==> src/rtl/mux_scan_sequencer.sv <==
// Purpose : drives a 4:1 select-mux with a 4-bit word, walks mux_sel 3->0 and rebuilds the word from mux_y.
// Latency : word accepted in cycle c, captured word valid in cycle c+1+4*HOLD_CYCLES.
// Backpressure: in_ready is high only in IDLE; the captured word is held in DONE until out_ready.
//
// Ports:
//   clk, rst               single rising-edge clock, synchronous active-high reset
//   in_valid/in_ready/in_data    upstream 4-bit word handshake
//   mux_a, mux_sel         drive the mux data inputs and select
//   mux_y                  mux output (combinational from mux_a/mux_sel)
//   out_valid/out_ready/out_data downstream captured-word handshake
//   busy                   high while scanning or holding a result
//   mismatch               captured word differs from the loaded word
//                          (built only with MUX_SCAN_CHECK_EN defined, else tied 0)
//
// Parameter HOLD_CYCLES: cycles each select value is held, legal 1..255.
// Optional feature macro: MUX_SCAN_CHECK_EN.

module mux_scan_sequencer #(
    parameter int HOLD_CYCLES = 2
) (
    input  logic       clk,
    input  logic       rst,
    input  logic       in_valid,
    output logic       in_ready,
    input  logic [3:0] in_data,
    output logic [3:0] mux_a,
    output logic [1:0] mux_sel,
    input  logic       mux_y,
    output logic       out_valid,
    input  logic       out_ready,
    output logic [3:0] out_data,
    output logic       busy,
    output logic       mismatch
);

    // Counter reaches HOLD_CYCLES on the final step (it increments on the
    // DONE-entry edge), so it needs one value beyond HOLD_CYCLES-1.
    localparam int              CNT_W    = $clog2(HOLD_CYCLES + 1);
    localparam logic [CNT_W-1:0] CNT_LAST = CNT_W'(HOLD_CYCLES - 1);
    localparam logic [CNT_W-1:0] CNT_ONE  = CNT_W'(1);

    typedef enum logic [1:0] {
        ST_IDLE = 2'd0,
        ST_SCAN = 2'd1,
        ST_DONE = 2'd2
    } state_t;

    state_t           state_q,    state_d;
    logic [3:0]       mux_a_q,    mux_a_d;
    logic [1:0]       mux_sel_q,  mux_sel_d;
    logic [CNT_W-1:0] cnt_q,      cnt_d;
    logic [3:0]       out_data_q, out_data_d;

`ifdef MUX_SCAN_CHECK_EN
    logic [3:0]       shadow_q,   shadow_d;
    logic             mismatch_q, mismatch_d;
`endif

    // ------------------------------------------------------------------
    // Next-state and datapath
    // ------------------------------------------------------------------
    always_comb begin
        state_d    = state_q;
        mux_a_d    = mux_a_q;
        mux_sel_d  = mux_sel_q;
        cnt_d      = cnt_q;
        out_data_d = out_data_q;
`ifdef MUX_SCAN_CHECK_EN
        shadow_d   = shadow_q;
        mismatch_d = mismatch_q;
`endif

        case (state_q)
            ST_IDLE: begin
                if (in_valid) begin
                    mux_a_d    = in_data;
                    out_data_d = 4'b0000;
                    mux_sel_d  = 2'd3;
                    cnt_d      = '0;
                    state_d    = ST_SCAN;
`ifdef MUX_SCAN_CHECK_EN
                    shadow_d   = in_data;
`endif
                end
            end

            ST_SCAN: begin
                cnt_d = cnt_q + CNT_ONE;
                // Sample on the last cycle of the step so the mux has had
                // the whole hold window to settle.
                if (cnt_q == CNT_LAST) begin
                    out_data_d[mux_sel_q] = mux_y;
                    if (mux_sel_q != 2'd0) begin
                        mux_sel_d = mux_sel_q - 2'd1;
                        cnt_d     = '0;
                    end else begin
                        state_d = ST_DONE;
`ifdef MUX_SCAN_CHECK_EN
                        // out_data_d already holds the final bit here.
                        mismatch_d = (out_data_d != shadow_q);
`endif
                    end
                end
            end

            ST_DONE: begin
                if (out_ready) begin
                    state_d   = ST_IDLE;
                    mux_sel_d = 2'd3;
                    cnt_d     = '0;
`ifdef MUX_SCAN_CHECK_EN
                    mismatch_d = 1'b0;
`endif
                end
            end

            default: begin
                state_d   = ST_IDLE;
                mux_sel_d = 2'd3;
                cnt_d     = '0;
            end
        endcase
    end

    // ------------------------------------------------------------------
    // State registers
    // ------------------------------------------------------------------
    always_ff @(posedge clk) begin
        if (rst) begin
            state_q    <= ST_IDLE;
            mux_a_q    <= 4'b0000;
            mux_sel_q  <= 2'd3;
            cnt_q      <= '0;
            out_data_q <= 4'b0000;
        end else begin
            state_q    <= state_d;
            mux_a_q    <= mux_a_d;
            mux_sel_q  <= mux_sel_d;
            cnt_q      <= cnt_d;
            out_data_q <= out_data_d;
        end
    end

`ifdef MUX_SCAN_CHECK_EN
    always_ff @(posedge clk) begin
        if (rst) begin
            shadow_q   <= 4'b0000;
            mismatch_q <= 1'b0;
        end else begin
            shadow_q   <= shadow_d;
            mismatch_q <= mismatch_d;
        end
    end

    assign mismatch = mismatch_q;
`else
    assign mismatch = 1'b0;
`endif

    // ------------------------------------------------------------------
    // Outputs
    // ------------------------------------------------------------------
    assign in_ready  = (state_q == ST_IDLE);
    assign out_valid = (state_q == ST_DONE);
    assign busy      = (state_q != ST_IDLE);
    assign mux_a     = mux_a_q;
    assign mux_sel   = mux_sel_q;
    assign out_data  = out_data_q;

endmodule

==> config.mk <==
export PLATFORM = sky130hd
export DESIGN_NAME = mux_scan_sequencer
export DESIGN_NICKNAME = d
export VERILOG_FILES = /design/src/rtl/mux_scan_sequencer.sv
export SDC_FILE = /design/constraint.sdc
export NUM_CORES = 1
export LEC_CHECK = 0
export ABC_AREA = 1
export CORE_ASPECT_RATIO = 0.9
export CORE_UTILIZATION = 39
export CTS_CLUSTER_SIZE = 30
export DETAILED_ROUTE_END_ITERATION = 10
export PLACE_DENSITY_LB_ADDON = 0.1
export SKIP_CTS_REPAIR_TIMING = 1
export SLEW_MARGIN = 20
export SYNTH_ARGS = -nofsm -noshare
export SYNTH_HDL_FRONTEND = slang
export SYNTH_SLANG_ARGS = --single-unit
export TNS_END_PERCENT = 50
==> constraint.sdc <==
create_clock -name clk -period 1.3 [get_ports clk]
set_input_delay 0.26 -clock clk [delete_from_list [all_inputs] [get_ports clk]]
set_output_delay 0.26 -clock clk [all_outputs]
set_load 0.1 [all_outputs]
# After elaboration in Yosys (flattened, before gate mapping)
# Index checks and enable logic that the tools add are counted.
[totals]
regBits = 14
in_bits = 9
output_inout_bits = 14
wordCells = 47
[classes]
n_addsub = 2
magnitude_cmp = 2
n_eq_ne = 8
n_mux = 20
reduce_logical = 10
[op_table]
columns = ["cell", "count"]
rows = [
  ["$mux 2", 11],
  ["$pmux 2 s3", 3],
  ["$mux 4", 2],
  ["$ne 2x2->1 const B", 4],
  ["$pmux 4 s2", 1],
  ["$reduce_and 4->1", 2],
  ["$reduce_bool 2->1", 3],
  ["$bwmux 4", 1],
  ["$eq 2x1->1 const B", 2],
  ["$reduce_and 2->1", 2],
  ["$lt 2x3->1 const B", 1],
  ["$reduce_and 3->1", 1],
  ["$add 2x1->2 const B", 1],
  ["$demux 1 s2", 1],
  ["$eq 2x2->1 const B", 1],
  ["$ge 2x1->1 const B", 1],
  ["$logic_not 2->1", 1],
  ["$ne 2x1->1 const B", 1],
  ["$sub 2x1->2 const B", 1],
  ["$logic_and 1x1->1", 1],
  ["$mux 1", 1],
]

# Depth between registers and ports, before layout
# Gate-level depths: netlist of the first run.
[depth]
depth_word = 7
ltp_mapped = 8
mapped_depth_nobuf = 8

# Worst setup path before layout of the first run
# Ideal clock, no wire load.
[synth_path]
kind = "register to register"
start = "register state_q[1]"
end = "register mux_sel_q[0], in the netlist mux_sel[0]"
setup_ns = 0.065
arrival_ns = 2.320
t_required_ns = 1.235
path_slack_ns = -1.085
stages_incl_launch_ff = 9
path_buffers = 0
synth_period_minus_slack_ns = 2.385
path_cell_list = "dfxtp_1 inv_1 nor2_1 nand2_1 nand2_1 inv_1 nand2_1 nand2_1 nand3_1"
[synth_via]
elab_chain_len = 3
word_cells_on_any_way = 9
classes_between = "6 x eq/ne; 1 x mux; 2 x reduce/logical"
[synth_rtl]
columns = ["element", "line_no", "rtl"]
rows = [
  ["start, declared", "48", "state_t state_q, state_d;"],
  ["start signal, assigned", "136", "state_q <= state_d;"],
  ["$eq 2x2->1 *", "--", ""],
  ["net out_valid", "29", "output logic out_valid,"],
  ["$ne 2x1->1 (no line)", "--", ""],
  ["$reduce_and 4->1 (no line)", "--", ""],
  ["end signal, assigned", "138", "mux_sel_q <= mux_sel_d;"],
  ["end, declared", "50", "logic [1:0] mux_sel_q, mux_sel_d;"],
]
# Mark *: on every way through the listed nets, which the timed path passes. The rest lies on a longest branch.
# A chain may end at the register's enable or synchronous reset.

# Final worst setup path of the first run
[layout_path]
start = "register state_q[0]"
end = "output port busy"
[layout_via]
elab_chain_len = 1
[layout_rtl]
columns = ["element", "line_no", "rtl"]
rows = [
  ["$reduce_bool 2->1", "165", "assign busy = (state_q != ST_IDLE);"],
  ["end, declared", "32", "output logic busy,"],
]
# No other way between the ends.

==> results of run 1 <==
[tightest hold or removal path, cell delays in order (launching register included)]
cell and delay, ns:
sky130_fd_sc_hd__dfxtp_1 0.33, sky130_fd_sc_hd__nand2_1 0.07, sky130_fd_sc_hd__a21oi_1 0.06
[power by group through the flow]
| stage | clock, mW | sequential (mW) | combinational (mW) |
|---|---|---|---|
| global route | 0.361 | 0.490 | 0.600 |
| finish | 0.318 | 0.486 | 0.565 |
| detailed placement | 0 | 0.494 | 0.564 |
| CTS | 0.333 | 0.484 | 0.568 |
| floorplan | 0 | 0.660 | 0.184 |
| global placement | 0 | 0.493 | 0.558 |
[cells in the mapped netlist]
| library cell | instances | share of area (%) |
|---|---|---|
| sky130_fd_sc_hd__nand2_4 | 1 | 1.6 |
| sky130_fd_sc_hd__conb_1 | 1 | 0.53 |
| sky130_fd_sc_hd__nor2_4 | 1 | 1.6 |
| sky130_fd_sc_hd__inv_1 | 15 | 7.9 |
| sky130_fd_sc_hd__nand3_1 | 5 | 3.5 |
| sky130_fd_sc_hd__nor3_1 | 1 | 0.70 |
| sky130_fd_sc_hd__o21ai_0 | 8 | 5.6 |
| sky130_fd_sc_hd__ha_1 | 4 | 7.1 |
| sky130_fd_sc_hd__nor2_1 | 14 | 7.4 |
| sky130_fd_sc_hd__clkinv_1 | 1 | 0.53 |
| sky130_fd_sc_hd__nor2_2 | 1 | 0.88 |
| sky130_fd_sc_hd__buf_4 | 1 | 1.1 |
| sky130_fd_sc_hd__dfxtp_1 | 14 | 40 |
| sky130_fd_sc_hd__nand2_2 | 1 | 0.88 |
| sky130_fd_sc_hd__nand2_1 | 28 | 15 |
| sky130_fd_sc_hd__a21oi_1 | 9 | 6.3 |
[kinds of logic (layout without fill, tap and decap cells)]
kind of cell / Yosys count / after routing / share of synthesized area (%)
simple gates: 52 / 52 / 31.4
compound gates: 17 / 17 / 12.0
buf+inv: 17 / 47 / 9.52
flops: 14 / 14 / 39.5
fa+ha+maj: 4 / 4 / 7.05
other cells: 1 / 1 / 0.529
[cell type report]
class / count / area share, %
Multi-Input combinational cell: 74 / 32.3
Timing Repair Buffer: 27 / 32.3
Sequential cell: 14 / 24.6
Inverter: 16 / 5.25
Clock buffer: 4 / 3.04
Tap cell: 24 / 2.52
[layer usage]
layer,global-route usage [%],routed length [um],part of all wire [%]
met5,0,0,0
met4,5.14,15,0.88
met3,8.19,121,7.1
met2,32.5,855,50
met1,25.7,710,42
[flip-flops by register name, summed over array words and instances, names as in the netlist]
register,cells
mux_sel,2
mux_a,4
out_data,4
state_q,2
cnt_q,2
[through the flow]
step | instance area, um^2 | power (mW) | hold WS [ns] | std cells | worst slack [ns]
after floorplan | 731 | 0.845 | 0.322 | 105 | -0.432
after detailed placement | 1150 | 1.06 | 0.479 | 156 | -0.0649
after global placement | 1150 | 1.05 | 0.470 | 156 | -0.00933
after global routing | 1190 | 1.45 | 0.514 | 159 | -0.0915
after CTS | 1180 | 1.38 | 0.494 | 160 | -0.145
final | 1190 | 1.37 | 0.497 | 159 | -0.0341
[final timing paths]
kind / endpoint / cells after the start
setup / recovery: busy / 3
hold / removal: cnt_q[1] / 2
setup reg to reg: cnt_q[1] / 7
hold reg to reg: cnt_q[1] / 2
==> run_summary.xml, run 1 <==
<?xml version="1.0" encoding="UTF-8"?>
<metrics>
  <group name="timing">
    <metric name="timing.final.hold_violations" unit="">0</metric>
    <metric name="fin_skew" unit="ns">0.00824</metric>
    <metric name="period_share" unit="%">103</metric>
    <metric name="post-route-min-period" unit="ns">1.33</metric>
    <metric name="fmax" unit="MHz">750</metric>
    <metric name="postLayoutSetupSlackWorst" unit="ns">-0.0341</metric>
    <metric name="timing_max_transition_violations_final" unit="">0</metric>
    <metric name="unrepaired_setup_endpoints_after_global_routing" unit="">yes</metric>
    <metric name="totalNegativeSetupSlack" unit="ns">-0.0365</metric>
    <metric name="setup_viol_count_final" unit="">2</metric>
  </group>
  <group name="floorplan">
    <metric name="die_area" unit="mm^2">0.00199</metric>
    <metric name="pin_count" unit="">23</metric>
    <metric name="fp.dieH" unit="um">42.5</metric>
    <metric name="die_w" unit="um">47.0</metric>
    <metric name="effective_utilization_at_floorplan" unit="%">42.2</metric>
    <metric name="fp-row-count" unit="">14</metric>
    <metric name="core" unit="mm^2">0.00168</metric>
  </group>
  <group name="min_path">
    <metric name="hold_start" unit="">cnt_q[1]</metric>
    <metric name="timing.hold.worst.class" unit="">reg2reg</metric>
  </group>
  <group name="logic_synthesis">
    <metric name="syn_area" unit="um^2">709</metric>
    <metric name="synth-seq-cells" unit="">14</metric>
    <metric name="seq_area_frac_synth" unit="%">39.5</metric>
    <metric name="syn_nets" unit="">118</metric>
    <metric name="yosysWarnings" unit="">0</metric>
    <metric name="yosys.cell_types.count" unit="">16</metric>
    <metric name="synthCells" unit="">105</metric>
    <metric name="postSynthAreaPerCell" unit="um^2">6.76</metric>
  </group>
  <group name="grt">
    <metric name="grt_pass1_vias" unit="">714</metric>
    <metric name="globalRouteOverflowTotal" unit="">0</metric>
    <metric name="grt_antenna_before_repair" unit="">0</metric>
    <metric name="grt_start_max_net_pins" unit="">11</metric>
    <metric name="grtUsageTotal" unit="%">20.6</metric>
    <metric name="grt_pass1_wl" unit="mm">2.90</metric>
  </group>
  <group name="power_and_ir_drop">
    <metric name="pwr-share-seq" unit="%">35.5</metric>
    <metric name="p_per_area" unit="mW/mm^2">1150</metric>
    <metric name="swShare" unit="%">39.4</metric>
    <metric name="vdd_drop_max" unit="uV">885</metric>
    <metric name="internal_power" unit="mW">0.830</metric>
    <metric name="p_leak" unit="nW">0.556</metric>
    <metric name="pwr-share-clk" unit="%">23.2</metric>
    <metric name="pwr-share-comb" unit="%">41.3</metric>
    <metric name="switching_power" unit="mW">0.539</metric>
  </group>
  <group name="setup_path">
    <metric name="cp_data_arrival_time" unit="ns">1.07</metric>
    <metric name="critPathMaxStageDelay" unit="ns">0.37</metric>
    <metric name="worst-r2r-setup-slack" unit="ns">0.04</metric>
    <metric name="worstPathRequired" unit="ns">1.04</metric>
    <metric name="timing.critical_path.slowest_stage_cell" unit="">sky130_fd_sc_hd__dfxtp_2</metric>
    <metric name="crit_path_cell_trace" unit="">nor2_4 -&gt; inv_2 -&gt; buf_12</metric>
    <metric name="critical_path.n_buffers_inverters" unit="">2</metric>
    <metric name="cell_type_group_with_the_largest_total_delay_on_the_critical_path" unit="">flip-flops</metric>
    <metric name="cp-startpoint" unit="">state_q[0]</metric>
    <metric name="timing.critical_path.to_type" unit="">output pin</metric>
    <metric name="worst_setup_start_kind" unit="">flop</metric>
    <metric name="criticalPathCategory" unit="">reg2out</metric>
    <metric name="rr_startpoint" unit="">mux_sel[0]</metric>
    <metric name="cp_max_fo" unit="">4</metric>
  </group>
  <group name="cells_and_area">
    <metric name="layout_commonest_cell" unit="">sky130_fd_sc_hd__nand2_1</metric>
    <metric name="sequential_cell_area" unit="um^2">293</metric>
    <metric name="finalNetCount" unit="">149</metric>
    <metric name="multi_input_area" unit="um^2">385</metric>
    <metric name="drive_gt1_share" unit="%">27.4</metric>
    <metric name="fillers" unit="">150</metric>
    <metric name="antennaDiodeCount" unit="">0</metric>
    <metric name="post_synthesis_to_final_layout_area_growth" unit="%">68.1</metric>
    <metric name="final_util" unit="%">70.9</metric>
    <metric name="most-common-layout-cells" unit="">sky130_fd_sc_hd__nand2_1 (28), sky130_fd_sc_hd__inv_1 (13), sky130_fd_sc_hd__nor2_1 (13), sky130_fd_sc_hd__buf_12 (13), sky130_fd_sc_hd__dfxtp_1 (10)</metric>
  </group>
  <group name="clock_tree">
    <metric name="clock_latency" unit="ns">0.28</metric>
    <metric name="cts_tree" unit="">built</metric>
    <metric name="clk_root_buffer_cell" unit="">sky130_fd_sc_hd__clkbuf_4</metric>
    <metric name="ctsHtreeMaxLevel" unit="">1</metric>
    <metric name="clk_path_buf_depth" unit="">2</metric>
    <metric name="numClockSinks" unit="">14</metric>
    <metric name="clk_pin_slew_worst_paths" unit="ns">0.09</metric>
    <metric name="cts-buffers-inserted" unit="">3</metric>
  </group>
  <group name="drt">
    <metric name="viasPerCell" unit="">4.90</metric>
    <metric name="detailedRoute.firstIterationViolations" unit="">18</metric>
    <metric name="drt_pass1_iterations" unit="">4</metric>
    <metric name="vias" unit="">779</metric>
    <metric name="wire_per_inst" unit="um">10.7</metric>
    <metric name="detailed_route_wire_length" unit="mm">1.70</metric>
    <metric name="final_antenna_net_count" unit="">0</metric>
    <metric name="post-route-drc-count" unit="">0</metric>
  </group>
  <group name="placed_design">
    <metric name="dp_hpwl" unit="mm">1.28</metric>
    <metric name="routability_driven_placement_congestion_ratio" unit="">0.818</metric>
    <metric name="i_o_buffers" unit="">21</metric>
  </group>
  <group name="run_status">
    <metric name="run_status" unit="">finished, violations left</metric>
    <metric name="failing_checks" unit="">setup timing</metric>
  </group>
  <group name="job">
    <metric name="count_of_maximum_capacitance_violations" unit="">0</metric>
  </group>
</metrics>
Power figures use the tool's default switching activity.
==> run 2, diff against run 1 <==
Settings changed: CTS_CLUSTER_SIZE 30 to 24.
==> results of run 2 <==
No change in the layout: final DEF, timing and power equal those of run 1.
==> run 3, diff against run 2 <==
Settings changed: CTS_CLUSTER_SIZE 24 to 25.
==> results of run 3 <==
No change in the layout: final DEF, timing and power equal those of run 1.
